### src/rtl/mem_channel_arbiter.sv
// Round-robin arbiter sharing one single-port memory between two request channels.
// Each granted transaction is issued with a one-cycle strobe and completes after a
// fixed read or write latency with a one-cycle ready pulse on the owning channel.
module mem_channel_arbiter #(
  parameter int ADDR_W      = 9,
  parameter int DATA_W      = 32,
  parameter int SIZE_W      = 6,
  parameter int READ_DELAY  = 2,
  parameter int WRITE_DELAY = 1
) (
  input  logic                  clock,
  input  logic                  reset,
  input  logic [1:0]            req_oe,
  input  logic [1:0]            req_we,
  input  logic [2*ADDR_W-1:0]   req_addr,
  input  logic [2*DATA_W-1:0]   req_wdata,
  input  logic [2*SIZE_W-1:0]   req_size,
  output logic [2*DATA_W-1:0]   rsp_rdata,
  output logic [1:0]            rsp_rdy,
  output logic                  mem_en,
  output logic                  mem_we,
  output logic [ADDR_W-1:0]     mem_addr,
  output logic [DATA_W-1:0]     mem_wdata,
  output logic [DATA_W-1:0]     mem_mask,
  input  logic [DATA_W-1:0]     mem_rdata,
  output logic                  err
);

  localparam int MAX_D = (READ_DELAY > WRITE_DELAY) ? READ_DELAY : WRITE_DELAY;
  localparam int CNT_W = $clog2(MAX_D + 1);
  localparam logic [CNT_W-1:0] RD_LAST = CNT_W'(READ_DELAY - 1);
  localparam logic [CNT_W-1:0] WR_LAST = CNT_W'(WRITE_DELAY - 1);
  localparam logic [CNT_W-1:0] CNT_ONE = CNT_W'(1);

  typedef enum logic [1:0] {IDLE, ISSUE, WAIT, DONE} state_t;

  state_t              state_reg, state_next;
  logic [CNT_W-1:0]    cnt_reg, cnt_next;
  logic                ch_reg, ch_next;
  logic                op_reg, op_next;          // 1 = write
  logic [ADDR_W-1:0]   addr_reg, addr_next;
  logic [DATA_W-1:0]   wdata_reg, wdata_next;
  logic [DATA_W-1:0]   mask_reg, mask_next;
  logic                last_grant_reg, last_grant_next;
  logic [DATA_W-1:0]   hold_reg;
  logic                err_reg;

  logic [1:0]          eligible;
  logic [1:0]          conflict;
  logic [ADDR_W-1:0]   ch_addr  [2];
  logic [DATA_W-1:0]   ch_wdata [2];
  logic [SIZE_W-1:0]   ch_size  [2];
  logic                grant_valid;
  logic                grant_ch;
  logic [SIZE_W-1:0]   sel_size;
  logic [DATA_W-1:0]   grant_mask;
  logic [CNT_W-1:0]    op_last;

  // Per-channel request decode: a channel is eligible only with exactly one of oe/we.
  genvar gi;
  generate
    for (gi = 0; gi < 2; gi++) begin : g_chan
      assign eligible[gi] = req_oe[gi] ^ req_we[gi];
      assign conflict[gi] = req_oe[gi] & req_we[gi];
      assign ch_addr[gi]  = req_addr[gi*ADDR_W +: ADDR_W];
      assign ch_wdata[gi] = req_wdata[gi*DATA_W +: DATA_W];
      assign ch_size[gi]  = req_size[gi*SIZE_W +: SIZE_W];
    end
  endgenerate

  // With both eligible the channel that did not win last time is chosen.
  assign grant_valid = |eligible;
  assign grant_ch    = (eligible == 2'b11) ? ~last_grant_reg : eligible[1];
  assign sel_size    = ch_size[grant_ch];

  // Bit b of the mask is set when size > b: (1<<size)-1, saturating at all ones.
  generate
    for (gi = 0; gi < DATA_W; gi++) begin : g_mask
      assign grant_mask[gi] = (32'(sel_size) > gi);
    end
  endgenerate

  assign op_last = op_reg ? WR_LAST : RD_LAST;

  // Next-state logic: grant and latch in IDLE, count latency, release in DONE.
  always_comb begin
    state_next      = state_reg;
    cnt_next        = cnt_reg;
    ch_next         = ch_reg;
    op_next         = op_reg;
    addr_next       = addr_reg;
    wdata_next      = wdata_reg;
    mask_next       = mask_reg;
    last_grant_next = last_grant_reg;
    case (state_reg)
      IDLE: begin
        if (grant_valid) begin
          ch_next    = grant_ch;
          op_next    = req_we[grant_ch];
          addr_next  = ch_addr[grant_ch];
          wdata_next = ch_wdata[grant_ch];
          mask_next  = grant_mask;
          state_next = ISSUE;
        end
      end
      ISSUE: begin
        cnt_next   = CNT_ONE;
        state_next = (op_last == '0) ? DONE : WAIT;
      end
      WAIT: begin
        if (cnt_reg == op_last) begin
          state_next = DONE;
        end else begin
          cnt_next = cnt_reg + CNT_ONE;
        end
      end
      DONE: begin
        last_grant_next = ch_reg;
        state_next      = IDLE;
      end
      default: state_next = IDLE;
    endcase
  end

  // State and latched-request registers; reset favours channel 0 for the first grant.
  always_ff @(posedge clock) begin
    if (reset) begin
      state_reg      <= IDLE;
      cnt_reg        <= '0;
      ch_reg         <= 1'b0;
      op_reg         <= 1'b0;
      addr_reg       <= '0;
      wdata_reg      <= '0;
      mask_reg       <= '0;
      last_grant_reg <= 1'b1;
    end else begin
      state_reg      <= state_next;
      cnt_reg        <= cnt_next;
      ch_reg         <= ch_next;
      op_reg         <= op_next;
      addr_reg       <= addr_next;
      wdata_reg      <= wdata_next;
      mask_reg       <= mask_next;
      last_grant_reg <= last_grant_next;
    end
  end

  // Read data is valid only the cycle after issue; hold it until DONE. Conflicts are sticky.
  always_ff @(posedge clock) begin
    if (reset) begin
      hold_reg <= '0;
      err_reg  <= 1'b0;
    end else begin
      if (|conflict) begin
        err_reg <= 1'b1;
      end
      if (state_reg == WAIT && cnt_reg == CNT_ONE && !op_reg) begin
        hold_reg <= mem_rdata;
      end
    end
  end

  // Memory side is driven only during ISSUE.
  assign mem_en    = (state_reg == ISSUE);
  assign mem_we    = mem_en & op_reg;
  assign mem_addr  = mem_en ? addr_reg  : '0;
  assign mem_wdata = mem_en ? wdata_reg : '0;
  assign mem_mask  = mem_en ? mask_reg  : '0;
  assign err       = err_reg;

  // Response side is driven only during DONE, on the owning channel's slice.
  generate
    for (gi = 0; gi < 2; gi++) begin : g_rsp
      assign rsp_rdy[gi] = (state_reg == DONE) && (ch_reg == 1'(gi));
      assign rsp_rdata[gi*DATA_W +: DATA_W] = (rsp_rdy[gi] && !op_reg) ? hold_reg : '0;
    end
  endgenerate

endmodule

### config.mk
export PLATFORM = sky130hd
export DESIGN_NAME = mem_channel_arbiter
export DESIGN_NICKNAME = d
export VERILOG_FILES = /design/src/rtl/mem_channel_arbiter.sv
export SDC_FILE = /design/constraint.sdc
export NUM_CORES = 1
export LEC_CHECK = 0
export CORE_UTILIZATION = 39
export CTS_BUF_LIST = sky130_fd_sc_hd__clkbuf_8
export CTS_CLUSTER_DIAMETER = 120
export DETAILED_ROUTE_END_ITERATION = 10
export GPL_TIMING_DRIVEN = 0
export PLACE_DENSITY = 0.79
export SLEW_MARGIN = 10
export SYNTH_ARGS = -nofsm -noshare
export SYNTH_HDL_FRONTEND = slang
export SYNTH_SLANG_ARGS = --single-unit
export TNS_END_PERCENT = 100
### constraint.sdc
create_clock -name clock -period 2.02 [get_ports clock]
set_input_delay 0.303 -clock clock [delete_from_list [all_inputs] [get_ports clock]]
set_output_delay 0.303 -clock clock [all_outputs]
set_load 0.005 [all_outputs]
Yosys cells after proc, flatten, opt, wreduce, memory -nomap -nowiden. Cells that the tools add are included.

Flip-flop bits (word level): 113. Bits of input ports: 132. Word-level logic and storage cells: 101.

Add/sub/neg operators: 1. $lt $le $gt $ge: 34. Equal/unequal tests: 9. Mux-type cells: 24. Bitwise operators: 8. Reduce and logical (&&, ||, !) cells: 15.

Operators by type and width (number): 32-bit 2-to-1 mux (7); 6-bit by 5-bit greater-than comparator with 1-bit output, second input constant (16); 6-bit by 4-bit greater-than comparator with 1-bit output, second input constant (8); 9-bit 2-to-1 mux (4); 6-bit by 3-bit greater-than comparator with 1-bit output, second input constant (4); 6-bit 2-to-1 mux (3); 6-bit by 1-bit greater-than comparator with 1-bit output, second input constant (2); 6-bit by 2-bit greater-than comparator with 1-bit output, second input constant (2); 2-bit one-hot mux with 4 select lines (1); 2-bit equality test, second input constant (3); 1-bit logical AND (6); 2-bit 2-to-1 mux (3); 2-bit inequality test, second input constant (3); 2-bit AND reduction (3); 1-bit 2-to-1 mux (5); 2-bit by 1-bit equality test with 1-bit output, second input constant (2); 2-bit zero test (2); 2-bit one-hot mux with 2 select lines (1); 2-bit OR reduction (2); 1-bit bitwise AND (3); 2-bit by 1-bit adder with 2-bit output, second input constant (1); 2-bit by 1-bit equality test with 1-bit output (1); 2-bit >= comparator, second input constant (1); 1-bit by 2-bit less-than comparator with 1-bit output, second input constant (1); 5 further kinds (7).

Longest topological paths before layout. Gate-level depths: netlist of run 1.

Word-level depth: 8. Gate-level depth with buffers: 8.

Worst setup path after synthesis of run 1. Ideal clock, no wire load.

Path type: in2reg. Start: input req_oe[0]. End: register mask_reg[16]. Arrival: 1.852 ns. Slack: 0.042 ns. Stages: 7. Cells stage by stage: ha_1 buf_6 a21bo_4 buf_6 or3_1 a2111oi_1 o21ai_1.

Longest elaborated chain between the ends: 8.

RTL lines: start: declaration (line 13) `input logic [1:0] req_oe,`; 1-bit XOR (*) (line 63) `assign eligible[gi] = req_oe[gi] ^ req_we[gi];`; 2-bit equality test (line 73) `assign grant_ch = (eligible == 2'b11) ? ~last_grant_reg : eligible[1];`; 1-bit 2-to-1 mux (line 73); 1-bit inverter with 2-bit output (not written as such) (line 74) `assign sel_size = ch_size[grant_ch];`; 6-bit 2-to-1 mux (not written as such) (3 in a row) (line 74); 6-bit by 5-bit greater-than comparator with 1-bit output (line 79) `assign grant_mask[gi] = (32'(sel_size) > gi);`; end signal: assignment (line 143) `mask_reg <= mask_next;`; end: declaration (line 43) `logic [DATA_W-1:0] mask_reg, mask_next;`.

Every way passes the cells marked *; elsewhere a longest branch is shown, timed or not. The select of a mux whose other input is x is not followed. A chain may end at the register's enable or synchronous reset.

Final worst setup path of run 1.
Start: register state_reg[0]. End: output mem_wdata[9].

Longest elaborated chain between the ends: 2.

RTL lines: start: declaration (line 37) `state_t state_reg, state_next;`; start signal: assignment (line 137) `state_reg <= state_next;`; 2-bit by 1-bit equality test with 1-bit output (line 164) `assign mem_en = (state_reg == ISSUE);`; 32-bit 2-to-1 mux (line 167) `assign mem_wdata = mem_en ? wdata_reg : '0;`; end: declaration (line 23) `output logic [DATA_W-1:0] mem_wdata,`.

Every way passes these cells.

==> results_dict.tcl, run 1 <==
set metrics [dict create \
    synth_nets 952 \
    drt-wirelength-per-cell_um 19.9 \
    setup_ws_ns -0.165 \
    startpoint_type "flip-flop" \
    grtUsageTotal 0.324 \
    netlist_instances 812 \
    failed_checks "setup timing" \
    synth_ff_type "dfxtp_1" \
    clkTransAtPathRegs_ns 0.07 \
    hold_viol_final 0 \
    busiest_layer "met2" \
    start_util 0.400 \
    crit_fanout 6 \
    gr-total-overflow 0 \
    ant_nets 0 \
    drt_iter0_markers 593 \
    fin_crit_sh 1.08 \
    hp-class "input port to flip-flop" \
    seq_area_frac_synth 0.372 \
    ir_drop_uv 673 \
    grt_pass1_vias 7223 \
    portBuffers 268 \
    fill_cells 1159 \
    yosysTopAreaCell "dfxtp_1" \
    synth_top_area_frac 0.372 \
    arrival_ns 1.88 \
    synth_seq_cells 113 \
    die_area_mm2 0.0161 \
    period_minus_slack_ns 2.19 \
    drtPass1Iterations 5 \
    ys_async_sr_fraction 0 \
    grt_max_degree 17 \
    io_pins 274 \
    hpwl_um 17700 \
    via_per_inst 5.56 \
    final_nets 1295 \
    end_kind "output pin" \
    maxCapViolCount 0 \
    dp.cells 1268 \
    die_y_um 127 \
    cts_tree "yes" \
    grt_pass1_wl_um 40000 \
    mappedNetlistArea_mm2 0.00609 \
    ys_types 51 \
    htreeDepth 4 \
    synth_enable_flop_cells 0 \
    routed-via-count 7523 \
    clock-sinks 113 \
    run_status "finished, violations left" \
    setup_viol 115 \
    synthTopCellsByCount "nand2_1 (171), and2_1 (141), dfxtp_1 (113), nor2_1 (70), clkbuf_1 (57)" \
    pre_cts_slack_ns -0.814 \
    gp_congestion 0.950 \
    antenna_found_initial 1 \
    max_freq_mhz 458 \
    required_ns 1.72 \
    fin_tns_setup_ns -9.59 \
    p_leak_nw 4.62 \
    drive_gt1_frac 0.355 \
    grtUsageMet1 0.378 \
    core_mm2 0.0152 \
    synth_area_per_cell_um2 7.50 \
    power_density_mw_per_mm2 1030 \
    grt_util_met3 0.0886 \
    numCtsBuffers 17 \
    skew_ns 0.00952 \
    yosysWarningCount 0 \
    clock_latency_ns 0.45 \
    critPathKind "flip-flop to output pin" \
    syn2layout_area_growth_pct 77.6 \
    post-route-util 0.711 \
    worst_pin_slew_ns 0.665 \
    drc 0 \
    wl_um 27000 \
    postCtsHoldBufs 0 \
    synth.area.top_cells "dfxtp_1 (37%), and2_1 (14%), nand2_1 (11%)" \
    p_total_mw 11.1 \
    num_rows 45 \
    die_w_um 127 \
    clockBufferDepth 2 \
    fin_cells 1354 \
    use_met2 0.557 \
    rsz0062_at_grt "true" \
    clk_root_buffer_cell "clkbuf_8" \
    slew_headroom 0.557 \
    yosysMostFrequentCell "nand2_1" \
    maxSlewViolCount 0 \
]
## placed cells by master (no fill, tap or decap), drive strengths merged, types with 18 or more instances in the layout
master,instances
a21oi,47
a311oi,44
and2,141
buf,197
clkbuf,87
clkdlybuf4s50,123
dfxtp,113
nand2,171
nor2,70
nor3,18
## stage by stage
step / cell area, µm² / hold WS (ns)
floorplan: 6090 / 0.417
global placement: 9000 / 0.430
detailed placement: 9000 / 0.436
CTS: 10200 / 0.299
global route: 10800 / 0.223
finish: 10800 / 0.231
## final timing paths
| path | from | to | slack (ns) | cells past startpoint |
|---|---|---|---|---|
| worst min register to register | mask_reg[13] | mask_reg[13] | 0.46 | 2 |
| worst min-delay path | req_we[1] | op_reg | 0.23 | 3 |
| worst max register to register | state_reg[0] | wdata_reg[22] | 0.03 | 6 |
| worst max-delay path | state_reg[0] | mem_wdata[9] | -0.17 | 7 |
## critical path: stages (launching register included)
cell       delay (ns)
dfxtp_4          0.37
buf_6            0.12
ha_4             0.19
clkbuf_16        0.18
clkbuf_16        0.16
clkbuf_16        0.15
and2_4           0.15
buf_6            0.11
## final cells by class
class,count,area (µm²),share of cell area
Multi-Input combinational cell,619,3950,0.365
Timing Repair Buffer,325,3340,0.309
Sequential cell,113,2270,0.210
Buffer,71,607,0.0561
Clock buffer,20,275,0.0255
Tap cell,188,235,0.0218
Clock inverter,9,92.6,0.00856
Inverter,8,32.5,0.00301
Antenna cell,1,2.50,0.000231
## routing by layer
| layer | routed length [µm] | up-vias |
|---|---|---|
| li1 | - | 3450 |
| met2 | 13400 | 470 |
| met5 | 0 | - |
| met1 | 10200 | 3527 |
| met4 | 955 | 0 |
| met3 | 2470 | 76 |
## cell families (layout without fill, tap and decap cells)
kind of cell	Yosys count	after routing	synth area share
other	0	1	0
XOR/XNOR	1	1	0.00144
adder cells (fa/ha/maj)	8	8	0.0164
multiplexers	13	13	0.0220
flip-flops	113	113	0.372
buffers and inverters	80	433	0.0543
AO/OA/AOI/OAI	141	141	0.165
AND/OR/NAND/NOR	456	456	0.369
## power by group
part           total, mW  internal, mW  leakage (nW)  switching, mW
Combinational       5.71          2.95          3.49           2.76
Clock               2.08          1.15         0.202          0.925
Sequential          3.33          2.91         0.933          0.419
## what timing repair did
| item | 4_1_cts | 5_1_grt |
|---|---|---|
| gates cloned | 10 | 2 |
| endpoints found under the hold margin | 0 | 0 |
| endpoints found under the setup margin | 215 | 217 |
| buffers inserted | 37 | 18 |
| pin swaps | 37 | 58 |
| gates resized for setup | 733 | 216 |
Note: power is estimated with default switching activity, not from simulation.
==> run 2: changes to the inputs <==
--- a/config.mk
+++ b/config.mk
@@ -13,2 +13,3 @@
 export PLACE_DENSITY = 0.79
+export RECOVER_POWER = 25
 export SLEW_MARGIN = 10
==> constraint.sdc (replaced) <==
create_clock -name clock -period 2.02 [get_ports clock]
set_input_delay 0.606 -clock clock [delete_from_list [all_inputs] [get_ports clock]]
set_output_delay 0.606 -clock clock [all_outputs]
set_load 0.005 [all_outputs]
==> results_dict.tcl, run 2 (synthesized netlist as in run 1, its figures left out) <==
set metrics [dict create \
    run_status "finished, violations left" \
    failed_checks "setup timing" \
    power.share.clock 0.202 \
    wl_um 27700 \
    clk_root_buffer_cell "clkbuf_8" \
    worst_pin_slew_ns 0.588 \
    setup_ws_ns -0.442 \
    gr-total-overflow 0 \
    comb_power_share 0.512 \
    met2WireLength_um 13900 \
    die_y_um 127 \
    wl_met1_um 10400 \
    required_ns 1.41 \
    swShare 0.369 \
    clock-sinks 113 \
    routed-via-count 7586 \
    clock_latency_ns 0.45 \
    fin_crit_sh 1.22 \
    gp_congestion 0.964 \
    maxCapViolCount 0 \
    io_pins 274 \
    grt_max_degree 17 \
    mostFrequentLayoutCells "nand2_1 (170), buf_6 (152), and2_4 (126)" \
    hp-class "input port to flip-flop" \
    grt_pass1_vias 7418 \
    end_kind "output pin" \
    clockBufferDepth 2 \
    drt-wirelength-per-cell_um 20.3 \
    final_nets 1300 \
    maxSlewViolCount 0 \
    skew_ns 0.00768 \
    setup_viol 159 \
    p_leak_nw 4.72 \
    drc 0 \
    via_per_inst 5.57 \
    cts_tree "yes" \
    critPathKind "flip-flop to output pin" \
    p_sw_mw 4.32 \
    slew_headroom 0.608 \
    startpoint_type "flip-flop" \
    period_minus_slack_ns 2.46 \
    slowest_delay_ns 0.37 \
    syn2layout_area_growth_pct 84.0 \
    hpwl_um 18000 \
    wl_met3_um 2370 \
    numCtsBuffers 17 \
    fin_cells 1362 \
    arrival_ns 1.86 \
    top_layer_used "met4" \
    crit_top_cell "buf_6" \
    die_w_um 127 \
    critical_path.slowest_cell "dfxtp_4" \
    drt_iter0_markers 585 \
    hold_viol_final 0 \
    postCtsHoldBufs 0 \
    crit_fanout 6 \
    grt_pass1_wl_um 41300 \
    power_density_mw_per_mm2 1050 \
    path_cells "buf_6, ha_4, clkbuf_16, buf_6, clkbuf_16, and2_4, buf_6" \
    p_total_mw 11.7 \
    rsz0062_at_grt "true" \
    core_mm2 0.0152 \
    portBuffers 268 \
    cp_top_family "buffers and inverters" \
    num_rows 45 \
    max_freq_mhz 406 \
    seq_power_share 0.286 \
    start_util 0.400 \
    die_area_mm2 0.0161 \
    fin_tns_setup_ns -50.10 \
    internal_power_mw 7.40 \
    antenna_found_initial 1 \
    rrSetupSlack_ns -0.10 \
    clkTransAtPathRegs_ns 0.07 \
    ir_drop_uv 591 \
    path_buf_inv 5 \
    drive_gt1_frac 0.396 \
    grtUsageTotal 0.336 \
    htreeDepth 4 \
    layout_commonest_cell "nand2_1" \
    ant_nets 0 \
    drtPass1Iterations 6 \
    dp.cells 1268 \
]
==> run 2: tightest hold or removal path, stage by stage <==
cell	delay (ns)
buf_8	0.10
nand2_1	0.05
a311oi_1	0.07
==> run 2: path summary, 6_finish.rpt <==
| kind | from | end | cells after the start |
|---|---|---|---|
| worst max-delay path | state_reg[0] | mem_wdata[29] | 7 |
| worst min-delay path | req_we[1] | op_reg | 3 |
| worst max register to register | state_reg[0] | mask_reg[26] | 8 |
| worst min register to register | mask_reg[17] | mask_reg[17] | 2 |
==> run 2: layout make-up <==
cell class              instances  area [µm²]
multi-input cells             619        4120
fillers                      1137        4000
repair buffers                333        3480
flip-flops and latches        113        2270
plain buffers                  68         618
clock buffers                  22         303
well taps                     188         235
clock inverters                10         133
inverters                       8        32.5
diodes                          1        2.50
==> run 2: what timing repair did <==
item,CTS,global route
setup buffers,48,13
gates resized for setup,910,138
setup endpoints to repair,216,230
gates cloned,13,0
pin swaps,121,13
==> run 2: metal layers <==
layer | track usage | vias to the layer above
met4 | 0.164 | 0
met1 | 0.386 | 3578
li1 | - | 3462
met3 | 0.0856 | 97
met2 | 0.581 | 449
met5 | 0 | -
==> run 2: metrics by stage <==
| stage | hold WS, ns | setup slack, ns | util | cell area (µm²) |
|---|---|---|---|---|
| 2_1_floorplan | 0.417 | -0.167 | - | 6170 |
| 3_3_place_gp | 0.432 | -1.13 | 0.598 | 9090 |
| 3_5_place_dp | 0.438 | -1.13 | 0.598 | 9090 |
| 4_1_cts | 0.446 | -0.507 | 0.711 | 10800 |
| 5_1_grt | 0.419 | -0.463 | 0.737 | 11200 |
| 6_report | 0.417 | -0.442 | 0.737 | 11200 |
==> run 2: power groups by stage <==
| stage | Sequential (mW) | Clock, mW | Combinational [mW] |
|---|---|---|---|
| final | 3.35 | 2.37 | 5.99 |
| after global placement | 3.25 | 0 | 3.92 |
| after CTS | 3.30 | 2.38 | 5.67 |
| after floorplan | 3.17 | 0 | 2.24 |
| after global routing | 3.42 | 2.50 | 6.32 |
| after detailed placement | 3.28 | 0 | 3.97 |
==> run 3: changes to the inputs <==
Settings changed: CORE_UTILIZATION 39 to 30, PLACE_DENSITY 0.79 to default, SETUP_SLACK_MARGIN from default to 0.02.
==> results_dict.tcl, run 3 (synthesized netlist as in run 1, its figures left out) <==
set metrics [dict create \
    cp_top_family "buffers and inverters" \
    rrSetupSlack_ns -0.16 \
    final_cell_area_mm2 0.0109 \
    p_total_mw 11.5 \
    via_per_inst 5.05 \
    period_minus_slack_ns 2.59 \
    antenna_found_initial 1 \
    postCtsHoldBufs 0 \
    ir_drop_uv 855 \
    r2r_cells 9 \
    drc 0 \
    core_mm2 0.0197 \
    p_leak_nw 4.67 \
    min_to "mask_reg[20]" \
    critPathKind "flip-flop to output pin" \
    drtPass1Iterations 5 \
    start_util 0.310 \
    end_kind "output pin" \
    htreeDepth 4 \
    grt_max_degree 17 \
    clk_root_buffer_cell "clkbuf_8" \
    gp_congestion 0.936 \
    critical_path.slowest_cell "dfxtp_4" \
    crit_top_cell "buf_6" \
    timing.rr.end "hold_reg[11]" \
    place_area_mm2 0.00921 \
    maxSlewViolCount 0 \
    die_w_um 144 \
    hold_viol_final 0 \
    syn2layout_area_growth_pct 79.3 \
    fin_crit_sh 1.28 \
    drt-wirelength-per-cell_um 19.3 \
    clock_latency_ns 0.44 \
    die_area_mm2 0.0209 \
    slew_headroom 0.565 \
    run_status "finished, violations left" \
    regToRegStartpoint "state_reg[0]" \
    skew_ns 0.0108 \
    clkTransAtPathRegs_ns 0.08 \
    hp-class "flip-flop to flip-flop" \
    setup_viol 184 \
    hold_start "mask_reg[20]" \
    die_y_um 144 \
    rsz0062_at_grt "true" \
    failed_checks "setup timing" \
    fin_cells 1438 \
    ant_nets 0 \
    pre_cts_slack_ns -1.17 \
    setup_ws_ns -0.566 \
    clockBufferDepth 2 \
    wl_um 27700 \
    crit_fanout 8 \
    routed-via-count 7256 \
    mostFrequentLayoutCells "nand2_1 (171), clkdlybuf4s50_1 (122), dfxtp_1 (109)" \
    required_ns 1.41 \
    path_cells "ha_4, and2_4, nor2b_4, buf_12, buf_8, buf_6, buf_6, and2_4, buf_6" \
    hpwl_um 19100 \
    drt_iter0_markers 431 \
    clock-sinks 113 \
    max_freq_mhz 387 \
    slowest_delay_ns 0.36 \
    cts_tree "yes" \
    num_rows 51 \
    final_nets 1300 \
    numCtsBuffers 17 \
    maxCapViolCount 0 \
    worst_pin_slew_ns 0.652 \
    grtUsageTotal 0.259 \
    power_density_mw_per_mm2 1050 \
    portBuffers 268 \
    holdPathStages 2 \
    startpoint_type "flip-flop" \
    layout_commonest_cell "nand2_1" \
    grt_pass1_vias 6875 \
    drive_gt1_frac 0.333 \
    fill_cells 1882 \
    arrival_ns 1.98 \
    grt_pass1_wl_um 39700 \
    gr-total-overflow 0 \
    io_pins 274 \
    dp.cells 1345 \
    path_buf_inv 5 \
]
## run 3: metrics by stage
stage	util	TNS (ns)	hold slack [ns]
floorplan	-	-0.276	0.417
global placement	0.468	-193.03	0.430
detailed placement	0.468	-192.90	0.435
CTS	0.539	-60.78	0.435
global route	0.555	-71.71	0.462
finish	0.555	-56.28	0.452
## run 3: worst max path at each step
stage / from / end / slack (ns) / cells past startpoint
after CTS: state_reg[1] / rsp_rdata[44] / -0.59 / 8
final: state_reg[1] / rsp_rdata[44] / -0.57 / 9
after global routing: state_reg[0] / rsp_rdata[44] / -0.61 / 9
after floorplan: req_oe[0] / mask_reg[16] / -0.17 / 7
after global placement: state_reg[1] / mem_mask[22] / -1.20 / 6
after detailed placement: state_reg[1] / mem_wdata[4] / -1.17 / 6
## run 3: per-layer routing
| layer | wire, µm | vias up | GRT usage |
|---|---|---|---|
| li1 | - | 3458 | - |
| met1 | 11200 | 3420 | 0.299 |
| met2 | 13400 | 339 | 0.445 |
| met3 | 2510 | 39 | 0.0848 |
| met4 | 612 | 0 | 0.0925 |
| met5 | 0 | - | 0 |
## run 3: area by class of cell
class                   count  area [µm²]  area share
diodes                      1        2.50    0.000229
plain buffers              70         637      0.0584
clock buffers              22         303      0.0277
clock inverters             9         176      0.0162
inverters                   8        32.5     0.00298
multi-input cells         619        3900       0.358
flip-flops and latches    113        2270       0.208
well taps                 265         332      0.0304
repair buffers            331        3250       0.298
## run 3: power by group
part	total (mW)	switching [mW]	internal, mW
Sequential	3.30	0.393	2.91
Combinational	5.57	2.70	2.87
Clock	2.62	0.990	1.63
## run 3: timing repair
action / CTS / global route
gates resized for setup: 749 / 114
endpoints found under the setup margin: 217 / 228
cloned: 13 / 0
buffers inserted: 46 / 5
pin swaps: 41 / 30
## run 3: tightest hold or removal path, delay by kind of cell (launching register included)
kind	cells	cell delay (ns)
DFF	1	0.32
and+or+nand+nor	1	0.04
AOI/OAI and AO/OA	1	0.06
